## src/rtl/cpu_pkg.sv

```systemverilog
// Shared definitions for the 16-bit multicycle load/store core: opcodes,
// sequencer states and instruction field widths.
package cpu_pkg;

    localparam int OP_W   = 4;
    localparam int REG_W  = 3;
    localparam int IMM6_W = 6;
    localparam int IMM9_W = 9;

    localparam logic [OP_W-1:0] OP_NOP  = 4'h0;
    localparam logic [OP_W-1:0] OP_ADD  = 4'h1;
    localparam logic [OP_W-1:0] OP_SUB  = 4'h2;
    localparam logic [OP_W-1:0] OP_AND  = 4'h3;
    localparam logic [OP_W-1:0] OP_OR   = 4'h4;
    localparam logic [OP_W-1:0] OP_XOR  = 4'h5;
    localparam logic [OP_W-1:0] OP_SHL  = 4'h6;
    localparam logic [OP_W-1:0] OP_SHR  = 4'h7;
    localparam logic [OP_W-1:0] OP_ADDI = 4'h8;
    localparam logic [OP_W-1:0] OP_LDI  = 4'h9;
    localparam logic [OP_W-1:0] OP_LD   = 4'hA;
    localparam logic [OP_W-1:0] OP_ST   = 4'hB;
    localparam logic [OP_W-1:0] OP_BEQ  = 4'hC;
    localparam logic [OP_W-1:0] OP_BNE  = 4'hD;
    localparam logic [OP_W-1:0] OP_JAL  = 4'hE;
    localparam logic [OP_W-1:0] OP_HALT = 4'hF;

    typedef enum logic [1:0] {
        FETCH = 2'd0,
        EXEC  = 2'd1,
        MEM   = 2'd2,
        HALT  = 2'd3
    } state_t;

    // Opcodes whose result comes out of cpu_alu and is written back to rd.
    function automatic logic isAluOp(input logic [OP_W-1:0] op);
        return ((op >= OP_ADD) && (op <= OP_SHR)) || (op == OP_ADDI);
    endfunction

endpackage

```

## src/rtl/cpu_alu.sv

```systemverilog
// Combinational ALU; ADDI shares the adder, the core supplies sext(imm6) on b.
module cpu_alu
    import cpu_pkg::*;
#(
    parameter int DATA_W = 16
) (
    input  logic [OP_W-1:0]   op,
    input  logic [DATA_W-1:0] a,
    input  logic [DATA_W-1:0] b,
    output logic [DATA_W-1:0] y
);

    always_comb begin
        y = '0;
        case (op)
            OP_ADD, OP_ADDI: y = a + b;
            OP_SUB:          y = a - b;
            OP_AND:          y = a & b;
            OP_OR:           y = a | b;
            OP_XOR:          y = a ^ b;
            OP_SHL:          y = a << b[3:0];
            OP_SHR:          y = a >> b[3:0];
            default:         y = '0;
        endcase
    end

endmodule

```

## src/rtl/cpu_core.sv

```systemverilog
// Multicycle core: FETCH -> EXEC -> (MEM) -> FETCH over one shared memory port.
// Reset is synchronous active-low and also gates the bus combinationally.
module cpu_core
    import cpu_pkg::*;
#(
    parameter int                DATA_W   = 16,
    parameter int                NREGS    = 8,
    parameter logic [DATA_W-1:0] RESET_PC = '0
) (
    input  logic              clk,
    input  logic              rst,
    input  logic [DATA_W-1:0] fromMem,
    output logic              we,
    output logic [DATA_W-1:0] addr,
    output logic [DATA_W-1:0] toMem
);

    state_t            state, stateNext;
    logic [DATA_W-1:0] pc, pcNext;
    logic [DATA_W-1:0] ir, irNext;
    logic [DATA_W-1:0] ea, eaNext;
    logic [DATA_W-1:0] regFile [NREGS];

    logic [OP_W-1:0]   op;
    logic [REG_W-1:0]  rd, rs, rt;
    logic [DATA_W-1:0] imm6s, imm9s;
    logic [DATA_W-1:0] rdVal, rsVal, rtVal;
    logic [DATA_W-1:0] aluB, aluY;

    logic              wbEn;
    logic [REG_W-1:0]  wbIdx;
    logic [DATA_W-1:0] wbData;

    logic              weInt;
    logic [DATA_W-1:0] addrInt, toMemInt;

    assign op    = ir[15:12];
    assign rd    = ir[11:9];
    assign rs    = ir[8:6];
    assign rt    = ir[5:3];
    assign imm6s = {{(DATA_W-IMM6_W){ir[IMM6_W-1]}}, ir[IMM6_W-1:0]};
    assign imm9s = {{(DATA_W-IMM9_W){ir[IMM9_W-1]}}, ir[IMM9_W-1:0]};

    // r0 is never written, but force the read to zero so it holds regardless.
    assign rdVal = (rd == '0) ? '0 : regFile[rd];
    assign rsVal = (rs == '0) ? '0 : regFile[rs];
    assign rtVal = (rt == '0) ? '0 : regFile[rt];

    assign aluB = (op == OP_ADDI) ? imm6s : rtVal;

    cpu_alu #(.DATA_W(DATA_W)) uAlu (
        .op (op),
        .a  (rsVal),
        .b  (aluB),
        .y  (aluY)
    );

    always_ff @(posedge clk) begin
        if (!rst) begin
            state <= FETCH;
            pc    <= RESET_PC;
            ir    <= '0;
            ea    <= '0;
            for (int i = 0; i < NREGS; i++) regFile[i] <= '0;
        end else begin
            state <= stateNext;
            pc    <= pcNext;
            ir    <= irNext;
            ea    <= eaNext;
            if (wbEn && (wbIdx != '0)) regFile[wbIdx] <= wbData;
        end
    end

    always_comb begin
        stateNext = state;
        pcNext    = pc;
        irNext    = ir;
        eaNext    = ea;
        wbEn      = 1'b0;
        wbIdx     = rd;
        wbData    = aluY;
        weInt     = 1'b0;
        addrInt   = pc;
        toMemInt  = '0;

        case (state)
            FETCH: begin
                irNext    = fromMem;
                pcNext    = pc + DATA_W'(1);
                stateNext = EXEC;
            end
            EXEC: begin
                stateNext = FETCH;
                if (isAluOp(op)) wbEn = 1'b1;
                case (op)
                    OP_LDI: begin
                        wbEn   = 1'b1;
                        wbData = imm9s;
                    end
                    OP_LD, OP_ST: begin
                        eaNext    = rsVal + imm6s;
                        stateNext = MEM;
                    end
                    OP_BEQ: if (rdVal == rsVal) pcNext = pc + imm6s;
                    OP_BNE: if (rdVal != rsVal) pcNext = pc + imm6s;
                    OP_JAL: begin
                        // Target uses the old rs even when rd == rs.
                        wbEn   = 1'b1;
                        wbData = pc;
                        pcNext = rsVal + imm6s;
                    end
                    OP_HALT: stateNext = HALT;
                    default: ;
                endcase
            end
            MEM: begin
                addrInt   = ea;
                stateNext = FETCH;
                if (op == OP_ST) begin
                    weInt    = 1'b1;
                    toMemInt = rdVal;
                end else begin
                    wbEn   = 1'b1;
                    wbData = fromMem;
                end
            end
            HALT: ;
            default: stateNext = FETCH;
        endcase
    end

    // Reset owns the bus so the program image can be loaded without interference.
    assign we    = rst & weInt;
    assign addr  = rst ? addrInt  : '0;
    assign toMem = rst ? toMemInt : '0;

endmodule

```

## config.mk

```make
export PLATFORM = sky130hd
export DESIGN_NAME = cpu_core
export DESIGN_NICKNAME = d
export VERILOG_FILES = /design/src/rtl/cpu_pkg.sv /design/src/rtl/cpu_alu.sv /design/src/rtl/cpu_core.sv
export SDC_FILE = /design/constraint.sdc
export NUM_CORES = 1
export LEC_CHECK = 0
export CORE_MARGIN = 2
export CORE_UTILIZATION = 65
export CTS_BUF_LIST = sky130_fd_sc_hd__clkbuf_4
export CTS_CLUSTER_DIAMETER = 200
export DETAILED_ROUTE_END_ITERATION = 10
export GPL_TIMING_DRIVEN = 0
export PLACE_DENSITY = 0.92
export SYNTH_ARGS = -nofsm -noshare
export SYNTH_HDL_FRONTEND = slang
export SYNTH_SLANG_ARGS = --single-unit
```

## constraint.sdc

```tcl
create_clock -name clk -period 7.7 [get_ports clk]
set_input_delay 1.155 -clock clk [delete_from_list [all_inputs] [get_ports clk]]
set_output_delay 1.155 -clock clk [all_outputs]
set_load 0.03 [all_outputs]
```

==> results of run 1 <==
[power by group through the flow]
stage / registers [mW] / logic (mW) / clock network [mW]
after floorplan: 1.16 / 0.913 / 0
after global placement: 1.18 / 1.26 / 0
after CTS: 1.17 / 1.30 / 0.654
after detailed placement: 1.19 / 1.28 / 0
after global routing: 1.18 / 1.44 / 0.685
final: 1.18 / 1.38 / 0.670
[through the flow]
step,hold WS [ns],area (sq um),cells,setup WS (ns)
after detailed placement,0.4453,17080,2112,0.4856
after CTS,0.4671,17430,2144,0.4270
after global routing,0.4868,17440,2145,0.1255
final,0.4716,17440,2145,0.3795
after global placement,0.4399,17080,2112,0.5809
after floorplan,0.4315,16180,1739,2.517
[synthesized netlist by cell type, drive strengths merged (5+ instances only)]
cell type  number
nor2          263
nand2         194
edfxtp        128
a21oi         110
mux4           96
ha             84
mux2i          77
clkbuf         72
dfxtp          59
o21ai          58
inv            55
buf            43
xnor2          43
nor3           42
nand3          32
a22o           28
o211ai         28
xor2           27
nand3b         23
a221oi         19
and3b          19
a21o           18
o21a           15
and3           14
a31oi          12
and2           12
a211oi         11
or3            11
nand2b         10
nand4          10
o2111ai        10
o31ai           9
a32o            8
nor2b           8
nor4            7
mux2            6
nor3b           5
o22ai           5
[worst max-delay path: cells and delay by family, from the launching register on]
family,cells,cell delay [ns]
adder cells (fa/ha/maj),2,0.70
buffers and inverters,6,1.90
AND/OR/NAND/NOR,6,1.18
XOR/XNOR,1,0.22
flip-flops,1,0.70
AO/OA/AOI/OAI,8,2.31
[how the worst max path moves through the flow]
stage           from              to  slack, ns  depth (start not counted)
2_1_floorplan  ir[5]  regFile[1][15]       2.52                         24
3_3_place_gp   ir[5]  regFile[5][15]       0.58                         23
3_5_place_dp   ir[5]  regFile[4][15]       0.49                         23
4_1_cts        ir[5]  regFile[4][15]       0.43                         23
5_1_grt        ir[5]  regFile[4][15]       0.13                         23
6_report       ir[5]  regFile[1][15]       0.38                         23
[kinds of logic after synthesis]
kind of cell | count (synthesis)
AO/OA/AOI/OAI | 367
flip-flops | 187
multiplexers | 179
XOR/XNOR | 70
buffers and inverters | 172
AND/OR/NAND/NOR | 661
adder cells (fa/ha/maj) | 87
other | 1
[registers in the layout (all words and copies together), names as in the netlist, named ones only]
signal   count
ir          16
ea          16
pc          16
regFile    128
state        2
[per-layer routing]
layer  track usage  routed length, microns
met1        0.6057                   21170
met2        0.7428                   27120
met3        0.1705                   10150
met4        0.3543                    6075
met5       0.02841                     100
[final cells by class]
class                      instances  area, sq um  share of cell area
tap                              324        405.4             0.02325
inverter                          57        214.0             0.01227
timing repair buffer              49        490.5             0.02813
multi-input combinational       1380        10410              0.5968
sequential                       187         5026              0.2882
buffer                           115        538.0             0.03086
clock inverter                    15        226.5             0.01299
antenna                            1        2.502           0.0001435
clock buffer                      17        127.6            0.007319
[cell usage in the layout (no fill, tap or decap), types with 9 or more instances in the layout]
master,count
nand4_1,10
or3_1,11
o21a_1,15
dfxtp_1,58
a21oi_1,97
and3_1,14
inv_1,53
a31oi_1,12
xor2_1,27
a22o_1,28
mux2i_1,77
o211ai_1,26
nand2_1,193
edfxtp_1,128
nand2b_1,10
o2111ai_1,10
clkbuf_4,17
a21o_1,18
nor2_1,262
ha_1,84
nand3_1,32
nand3b_1,23
a211oi_1,11
a221oi_1,19
nor3_1,41
o21ai_0,48
o21ai_1,9
clkdlybuf4s50_1,49
and2_1,11
buf_1,12
clkbuf_1,71
buf_2,19
xnor2_1,43
mux4_2,93
and3b_1,19
conb_1,16
==> reports/results.ini, run 1 <==
[status]
status=finished with violations
failed_checks=design-rule violations

[cells_and_area]
fin_util=0.7170
nets=1912
drive_above_1_share=0.1082
fillers=1770
synthToLayoutAreaGrowth_pct=8.131

[timing]
hold_violations=0
tns_ns=0
worst_pin_slew_ns=1.322
drv_slew=0
setup_viol=0
fmax_mhz=136.6
min_period_over_period=0.9507
slew-limit-headroom=0.1116
clock_skew_ns=0.03939
period_needed_ns=7.320
rsz0062_at_grt=false

[synth]
synth.distinct_cells=85
yosysSeqAreaShare=0.3116
synthArstFlopShare=0
synth_top_family_by_area=simple AND/OR/NAND/NOR gates
synth_warnings=0
synth_compound_area_frac=0.1590
synth_top_flop_cell=edfxtp_1
synth_fa_ha_area_frac=0.06890
synth_top_area_cell=edfxtp_1
yosysTopAreaCellShare=0.2384
ys_seq_elements=187
synth_xor_area_frac=0.03802
synth.avg_cell_area_sq_um=9.354
synthMuxAreaShare=0.1868
syn_area_sq_um=16130
syn_inst=1724
synth_enable_flop_cells=128
synth_area_leaders=edfxtp_1, mux4_2, dfxtp_1
yosys.area_share.simple=0.1889

[hold_path]
whs_endpoint=ea[15]
hold_path.class=reg -> reg
min_path_cells=2
min_from=ea[15]

[worst_setup_path]
endpoint_kind=register
crit_chain=clkbuf_1 > nor3_1 > or2_1 > buf_2 > o21ai_2 > clkinv_1 > buf_2 > buf_1 > ha_1 > nor2_1 > a21oi_1 > inv_1 > ha_1 > nor2b_1 > o21ai_0 > a21oi_1 > o211ai_1 > a21oi_1 > nor4_1 > o31ai_1 > xnor2_1 > a2bb2oi_2 > nor2_1
reg2reg_slack_ns=0.38
rr_endpoint=regFile[1][15]
crit_path_top_delay_cell=dfxtp_2
worstPathMaxFanout=21
critPathMaxStageDelay_ns=0.70
critPathLaunchType=register
worstPathRequired_ns=8.09
crit_type=reg -> reg
ff2ff_path_depth=23
timing.rr.start=ir[5]
arrival_ns=7.71
crit_top_cell=a21oi_1

[drt]
num_vias=16226
drt-initial-drc-count=3043
route.antenna.remaining_nets=0
viasPerCell=7.565
wire_per_inst_microns=30.12
wirelength_mm=64.61
drt_pass1_iterations=11
drc=3

[placement]
port_buffers=49
gp_congestion=1.071
hpwl_mm=46.03

[pwr]
p_int_mw=1.773
p_leak_nw=6.570
total_power_mw=3.225
power_frac_seq=0.365
comb_power_share=0.428
p_sw_frac=0.4502
switchingPower_mw=1.452
pwr-share-clk=0.208
peakVddDrop_mv=0.2014
power.density_nw_per_um2=185.0

[grt]
overflow=0
track_usage=0.4987
antenna_found_initial=1
grt_max_degree=26
grt_first_pass_wirelength_mm=95.47
grt_pass1_vias=15577

[clock_tree]
ctsResizeCount=0
hold_buffers=0
cts.sinks=187
path_clk_slew_ns=0.20
cts_tree=yes
h-tree-depth=4
numCtsBuffers=17
clockBufferDepth=2
clk-insertion-delay-late_ns=0.66
post_cts_buffers=0
root_buffer=clkbuf_4

[die]
coreArea_sq_um=24320
io_pins=51
start_util=0.6631
row_count=57
die_y_microns=161.5
die_area_sq_um=26080
die_w_microns=161.5

[flow_run]
max_cap_violations=0

(Power assumes the default switching activity.)
==> run 2, diff against run 1 <==
Settings changed: CORE_UTILIZATION 65 to 45, CTS_BUF_LIST sky130_fd_sc_hd__clkbuf_4 to sky130_fd_sc_hd__clkbuf_8, PLACE_DENSITY 0.92 to 0.69.
==> run 2 against run 1 <==
The flow now finishes without violations. Hold slack lost 0.0080 ns. Fmax grew 2.7%. Core utilization shrank 22 points. Power shrank 1.7%. Count of clock-buffer cells in the layout is the same. Critical endpoint is now regFile[4][15].
==> reports/results.ini, run 2 (synthesis gave the netlist of run 1 again) <==
[die]
coreArea_sq_um=35400
die_w_microns=193.3
start_util=0.4556
die_y_microns=193.3
row_count=69
io_pins=51
die_area_sq_um=37360

[worst_setup_path]
crit_type=reg -> reg
arrival_ns=7.37
crit_family=compound AO/OA/AOI/OAI gates
worstPathRequired_ns=7.94
critPathLaunchType=register
critPathBufInv=6
worstPathMaxFanout=21
critPathMaxStageDelay_ns=0.68
crit_chain=clkbuf_1 > nor3_1 > or2_1 > buf_2 > o21ai_2 > clkinv_1 > buf_2 > buf_1 > ha_1 > nor2_1 > a21oi_1 > inv_1 > ha_1 > nor2b_1 > o21ai_0 > a21oi_1 > o211ai_1 > a21oi_1 > nor4_1 > o31ai_1 > xnor2_1 > a2bb2oi_2 > nor2_1
crit_path_top_delay_cell=dfxtp_2
endpoint_kind=register
crit_top_cell=a21oi_1

[timing]
worst_pin_slew_ns=1.324
hold_violations=0
drv_slew=0
clock_skew_ns=0.02257
fmax_mhz=140.3
setup_ws_ns=0.5707
setup_viol=0
period_needed_ns=7.129
min_period_over_period=0.9259
tns_ns=0
rsz0062_at_grt=false
slew-limit-headroom=0.1104

[clock_tree]
ctsResizeCount=0
post_cts_buffers=0
root_buffer=clkbuf_8
numCtsBuffers=17
path_clk_slew_ns=0.11
cts.sinks=187
h-tree-depth=4
clockBufferDepth=2
clk-insertion-delay-late_ns=0.52
hold_buffers=0
cts_tree=yes

[drt]
drt-initial-drc-count=2049
wire_per_inst_microns=26.28
num_vias=14885
drc=0
route.antenna.remaining_nets=0
viasPerCell=6.523
drt_pass1_iterations=6
wirelength_mm=59.97

[grt]
grt_first_pass_wirelength_mm=90.02
antenna_found_initial=0
overflow=0
grt_max_degree=26
track_usage=0.3185
grt_pass1_vias=14340

[placement]
port_buffers=49
hpwl_mm=47.33
gp_congestion=1.036
dp_slack_ns=0.5123

[cells_and_area]
multi_input_comb_area_sq_um=10410
regMostFlops=regFile
layout_common_cells=nor2_1, nand2_1, edfxtp_1
regArea_sq_um=5026
fillers=3301
nets=1913
layout_commonest_cell=nor2_1
synthToLayoutAreaGrowth_pct=9.304
drive_above_1_share=0.1082
num_antenna_cells=0
largest_reg_flops=128

[pwr]
peakVddDrop_mv=0.1316
power.density_nw_per_um2=179.9
total_power_mw=3.172
p_leak_nw=6.587

[hold_path]
hold_path.class=reg -> reg

[flow_run]
max_cap_violations=0

[status]
status=finished, final reports clean

-- run 2: final timing paths --
path	from	end	slack, ns	depth (start not counted)
worst max-delay path	ir[5]	regFile[4][15]	0.57	23
worst min-delay path	ea[10]	ea[10]	0.46	2
worst max register to register	ir[5]	regFile[4][15]	0.57	23
worst min register to register	ea[10]	ea[10]	0.46	2
-- run 2: worst min-delay path, stage by stage, from the launching register on --
cell	delay (ns)
dfxtp_1	0.32
nand2_1	0.05
a21oi_1	0.05
-- run 2: area by class of cell --
| cell class | instances | area share |
|---|---|---|
| clock buffer | 17 | 0.01327 |
| tap | 461 | 0.03273 |
| buffer | 115 | 0.03052 |
| inverter | 57 | 0.01214 |
| timing repair buffer | 50 | 0.02825 |
| multi-input combinational | 1380 | 0.5904 |
| sequential | 187 | 0.2852 |
| clock inverter | 15 | 0.007525 |
-- run 2: report_power, final --
group | switching, mW | internal, mW | total, mW
clock | 0.406 | 0.237 | 0.643
sequential | 0.0536 | 1.11 | 1.17
combinational | 0.880 | 0.481 | 1.36
total | 1.34 | 1.83 | 3.17
-- run 2: through the flow --
step | cells | cell area (sq um) | hold WS (ns) | utilization
floorplan | 1739 | 16180 | 0.4315 | -
global placement | 2249 | 17250 | 0.4408 | 0.4873
detailed placement | 2250 | 17260 | 0.4483 | 0.4876
CTS | 2282 | 17620 | 0.4620 | 0.4979
global route | 2282 | 17630 | 0.4788 | 0.4980
finish | 2282 | 17630 | 0.4636 | 0.4980
-- run 2: layer usage --
layer | wire [microns] | GRT usage | up-vias
li1 | - | - | 6559
met1 | 23170 | 0.4037 | 7192
met2 | 27860 | 0.5239 | 937
met3 | 5504 | 0.05649 | 197
met4 | 3438 | 0.1620 | 0
met5 | 0 | 0 | -
